<file path="src/rtl/swap_pkg.sv">
// Shared types and defaults for the swap register-file loader.
package swap_pkg;

  localparam int unsigned DEF_DATA_W      = 8;
  localparam int unsigned DEF_SWAP_CYCLES = 3;
  localparam int unsigned IDX_W           = 2;
  localparam int unsigned CNT_W           = 4;

  typedef enum logic [1:0] {
    LOAD      = 2'd0,
    SWAP_REQ  = 2'd1,
    SWAP_WAIT = 2'd2,
    DONE      = 2'd3
  } swap_ld_state_t;

  // R1 is the leftmost bit: idx 0 -> 1000, idx 3 -> 0001.
  function automatic logic [1:4] onehot_rin(input logic [IDX_W-1:0] idx);
    onehot_rin = 4'b1000 >> idx;
  endfunction

endpackage

</file>
<file path="src/rtl/swap_loader.sv">
// Feeds four bytes into swap's R1..R4, requests the swap, waits for it to
// finish, pulses Done and rearms.
module swap_loader
  import swap_pkg::*;
#(
  parameter int unsigned DATA_W      = DEF_DATA_W,
  parameter int unsigned SWAP_CYCLES = DEF_SWAP_CYCLES
) (
  input  logic              Clock,
  input  logic              Resetn,
  input  logic [DATA_W-1:0] InData,
  input  logic              InValid,
  output logic              InReady,
  output logic [DATA_W-1:0] Data,
  output logic              Extern,
  output logic [1:4]        RinExt,
  output logic              w,
  output logic              Busy,
  output logic              Done
);

  swap_ld_state_t    state, state_nxt;
  logic [IDX_W-1:0]  idx, idx_nxt;
  logic [CNT_W-1:0]  cnt, cnt_nxt;
  logic [DATA_W-1:0] data_nxt;
  logic [1:4]        rin_nxt;
  logic              ready_nxt, w_nxt, busy_nxt, extern_nxt, done_nxt;

  // Next state plus next value of every registered output.
  always_comb begin
    state_nxt = state;
    idx_nxt   = idx;
    cnt_nxt   = cnt;
    data_nxt  = Data;
    rin_nxt   = '0;
    case (state)
      LOAD: begin
        if (InReady && InValid) begin
          data_nxt = InData;
          rin_nxt  = onehot_rin(idx);
          idx_nxt  = idx + IDX_W'(1);
          if (idx == IDX_W'(3)) state_nxt = SWAP_REQ;
        end
      end
      SWAP_REQ: begin
        cnt_nxt   = CNT_W'(SWAP_CYCLES);
        state_nxt = SWAP_WAIT;
      end
      SWAP_WAIT: begin
        if (cnt <= CNT_W'(1)) begin
          cnt_nxt   = '0;
          state_nxt = DONE;
        end else begin
          cnt_nxt = cnt - CNT_W'(1);
        end
      end
      DONE:    state_nxt = LOAD;
      default: state_nxt = LOAD;
    endcase
    // Ready drops on the edge of the final handshake so no fifth byte slips in.
    ready_nxt  = (state == LOAD) && (state_nxt == LOAD);
    w_nxt      = (state == SWAP_REQ);
    busy_nxt   = (state == SWAP_REQ) || (state == SWAP_WAIT);
    extern_nxt = !busy_nxt;
    done_nxt   = (state == DONE);
  end

  always_ff @(posedge Clock or negedge Resetn) begin
    if (!Resetn) begin
      state   <= LOAD;
      idx     <= '0;
      cnt     <= '0;
      Data    <= '0;
      RinExt  <= '0;
      w       <= 1'b0;
      Extern  <= 1'b1;
      InReady <= 1'b0;
      Busy    <= 1'b0;
      Done    <= 1'b0;
    end else begin
      state   <= state_nxt;
      idx     <= idx_nxt;
      cnt     <= cnt_nxt;
      Data    <= data_nxt;
      RinExt  <= rin_nxt;
      w       <= w_nxt;
      Extern  <= extern_nxt;
      InReady <= ready_nxt;
      Busy    <= busy_nxt;
      Done    <= done_nxt;
    end
  end

endmodule

</file>
<file path="config.mk">
export PLATFORM = sky130hd
export DESIGN_NAME = swap_loader
export DESIGN_NICKNAME = d
export VERILOG_FILES = /design/src/rtl/swap_pkg.sv /design/src/rtl/swap_loader.sv
export SDC_FILE = /design/constraint.sdc
export NUM_CORES = 1
export LEC_CHECK = 0
export CORE_UTILIZATION = 47
export DETAILED_ROUTE_END_ITERATION = 10
export PLACE_DENSITY = 0.78
export SLEW_MARGIN = 10
export SYNTH_ARGS = -nofsm -noshare
export SYNTH_HDL_FRONTEND = slang
export SYNTH_SLANG_ARGS = --single-unit
</file>
<file path="constraint.sdc">
create_clock -name Clock -period 2.1 [get_ports Clock]
set_input_delay 0.315 -clock Clock [delete_from_list [all_inputs] [get_ports Clock]]
set_output_delay 0.315 -clock Clock [all_outputs]
set_load 0.01 [all_outputs]
</file>
==> metrics.md <==
| Metric | Value |
|---|---|
| Status | finished, final reports clean |
| Max-slew violation count | 0 |
| Max-cap violations | 0 |
| Yosys top cell area share | 53.7% |
| Critical Path RT | 2.30 ns |
| Async SR Flop Fraction | 100% |
| Syn Std Cell Area | 0.00107 mm^2 |
| Seq cells post-synth | 24 |
| Power, Total | around 1700 uW |
| Layout cells sized above 1 | 19.1% |
| CP Cell Sequence | inv_1 -> ha_1 -> and3_1 -> mux2_2 |
| P&R area growth vs syn | 30.2% |
| Die width | approximately 50 um |
| Clock Sinks | 24 |
| Post-CTS setup buffers | 0 |
| Placed inst area | 0.00136 mm^2 |
| CP Launch Type | register |
| Top cell type by total area after synthesis | dfrtp_1 |
| Register area share after synthesis | 56.1% |
| Crit. End Element | register |
| RSZ-0062 raised after global routing | false |
| Initial antenna violation count | 0 |
| Max VDD drop | just over 0.0009 V |
| Critical Path Max Stage Delay | 0.49 ns |
| Cell Pwr Density | 1240 mW/mm^2 |
| Detailed-route wire length | 1.72 mm |
| All-Layer GR Usage | 16.9% |
| Clock Latency Late Sink | just over 0.3 ns |
| YS warnings | 0 |
| Vias | 668 |
| Via density | 4.88 |
| CTS clk-pin slew, worst paths | around 0.13 ns |
| Rows | 16 |
| # resized after CTS | 0 |
| Hold Vio Cnt, Final | 0 |
| GPL Wtd Cong | slightly below 0.7 |
| Final min period | 1.76 ns |
| Starting Density | 52.0% |
| Wire per inst | 12.5 um |
| CTS tree | built |
| Worst-case clock buffer depth | 2 |
| Post-Syn Instances | 79 |
| DIE AREA | 0.00248 mm^2 |
| Port Buffer Count | 27 |
| Top post-synthesis cells by area | dfrtp_1 54%, ha_1 12%, mux2_4 5.6%, mux2_2 4.2%, and2_2 2.8% |
| Critical Path AT | between 1.5 and 2 ns |
| R2R setup slack | 0.34 ns |
| Crit path max fanout | 10 |
| Top Ports | 28 |
| DR pass1 iterations | 4 |
| Num CTS Buffers | 3 |
| Top_reg_cell synth | dfrtp_1 |
| Hold buffers post-CTS | 0 |
| Slew margin rel. | between 60% and 70% |
| Slew @ Worst Pin | 0.504 ns |
| Net count after synthesis | 100 |
| Final setup violating endpoints | 0 |
| Detailed Route Iter0 Violations | 15 |
| Fin area | 0.00140 mm^2 |
| Largest net degree at the start of global routing | 25 |
| Maximum clock frequency | ~570 MHz |
| Remaining Overflow, GRT | 0 |
| Post-synth EDFFs | 0 |
| Final Skew | between 0.009 and 0.01 ns |
| H-tree Lvls | 1 |
| Yosys cell types | 25 |
| Period Utilization, post-route | 84.0% |
| Avg Cell Area, Syn | 13.6 um^2 |
| Slowest CP cell | and3_1 |
| Min-delay worst type | primary input to asynchronous set/reset pin |
| Antenna Violating Nets Remaining | 0 |
| Core area | 0.00206 mm^2 |
| Setup TNS | 0 ns |
| Critical path type | register to register |
| First-pass GRT wire length | 3.13 mm |
| Vias in the first global route | 714 |
| Root Driver | clkbuf_4 |
| DP HPWL | 1.29 mm |
| Die Ht | 49.8 um |
| Total Nets Final | 132 |
| Leakage | 0.000659 uW |
| Antenna cell count | 0 |
| DRC viols | 0 |
## area by class of cell
cell class	count	area, um^2
clock buffers	4	36.3
fillers	159	666
inverters	8	30.0
multi-input cells	45	409
flip-flops and latches	24	602
well taps	27	33.8
repair buffers	29	285
## where the power goes
part	internal, uW	switching, uW	leakage (uW)	total [uW]
sequential	628	95.6	0.000301	723
clock	106	132	0.0000210	238
combinational	437	333	0.000337	770
total	1170	560	0.000659	1730
## path summary, 6_finish.rpt
kind	start	to	cells after the start
max in group asynchronous	Resetn	Extern$_DFF_PN1_	2
worst max register to register	state[0]$_DFF_PN0_	Data[2]$_DFFE_PN0P_	4
worst min-delay path	Resetn	w$_DFF_PN0_	2
worst min register to register	Data[4]$_DFFE_PN0P_	Data[4]$_DFFE_PN0P_	1
min in group Clock	Data[4]$_DFFE_PN0P_	Data[4]$_DFFE_PN0P_	1
worst max-delay path	state[0]$_DFF_PN0_	Data[2]$_DFFE_PN0P_	4
## kinds of logic (layout without fill, tap and decap cells)
kind of cell,Yosys count,count (layout),synth area share [%]
DFF,24,24,56.1
and+or+nand+nor,15,15,9.45
AOI/OAI and AO/OA,11,11,6.42
adders and majority gates,10,10,11.7
buffers and inverters,10,41,5.72
muxes,8,8,9.80
xor gates and xnor gates,1,1,0.817
## layer usage
layer / track usage (%) / vias to the layer above / part of all wire, %
met3: 1.85 / 4 / 4.1
met1: 23.2 / 318 / 47
li1: - / 327 / -
met2: 26.6 / 19 / 48
met4: 8.57 / 0 / 1.7
met5: 0 / - / 0
## sequential cells by signal (all words and copies together) (netlist names), 2 cells and up
| name | cells |
|---|---|
| RinExt | 4 |
| idx | 2 |
| cnt | 4 |
| Data | 8 |
## through the flow
| step | hold slack (ns) | std cells | utilization (%) | setup slack, ns |
|---|---|---|---|---|
| after floorplan | 0.0194 | 79 | - | 0.583 |
| after global placement | 0.491 | 133 | 66.0 | 0.367 |
| after detailed placement | 0.496 | 133 | 66.0 | 0.345 |
| after CTS | 0.341 | 137 | 67.7 | 0.325 |
| after global routing | 0.357 | 137 | 67.7 | 0.234 |
| final | 0.339 | 137 | 67.7 | 0.336 |
## cell usage after synthesis, drive strengths merged (2+ instances only)
cell	n
a21oi	2
a2bb2oi	2
and2	4
buf	2
dfrtp	23
ha	10
inv	8
mux2	8
nand2	2
nor2	2
o21ai	4
## layout by cell type, fill, tap and decap left out, drive strengths merged, types with 2 or more instances in the layout
cell type,instances
a21oi,2
a2bb2oi,2
and2,4
buf,2
clkbuf,4
clkdlybuf4s50,27
dfrtp,23
ha,10
inv,8
mux2,8
nand2,2
nor2,2
o21ai,4
## critical path, delay by kind of cell, from the launching register on
family | cells | cell delay [ns]
and+or+nand+nor | 1 | 0.49
DFF | 1 | 0.46
muxes | 1 | 0.39
adders and majority gates | 1 | 0.20
buffers and inverters | 1 | 0.10
(Power assumes the default switching activity.)
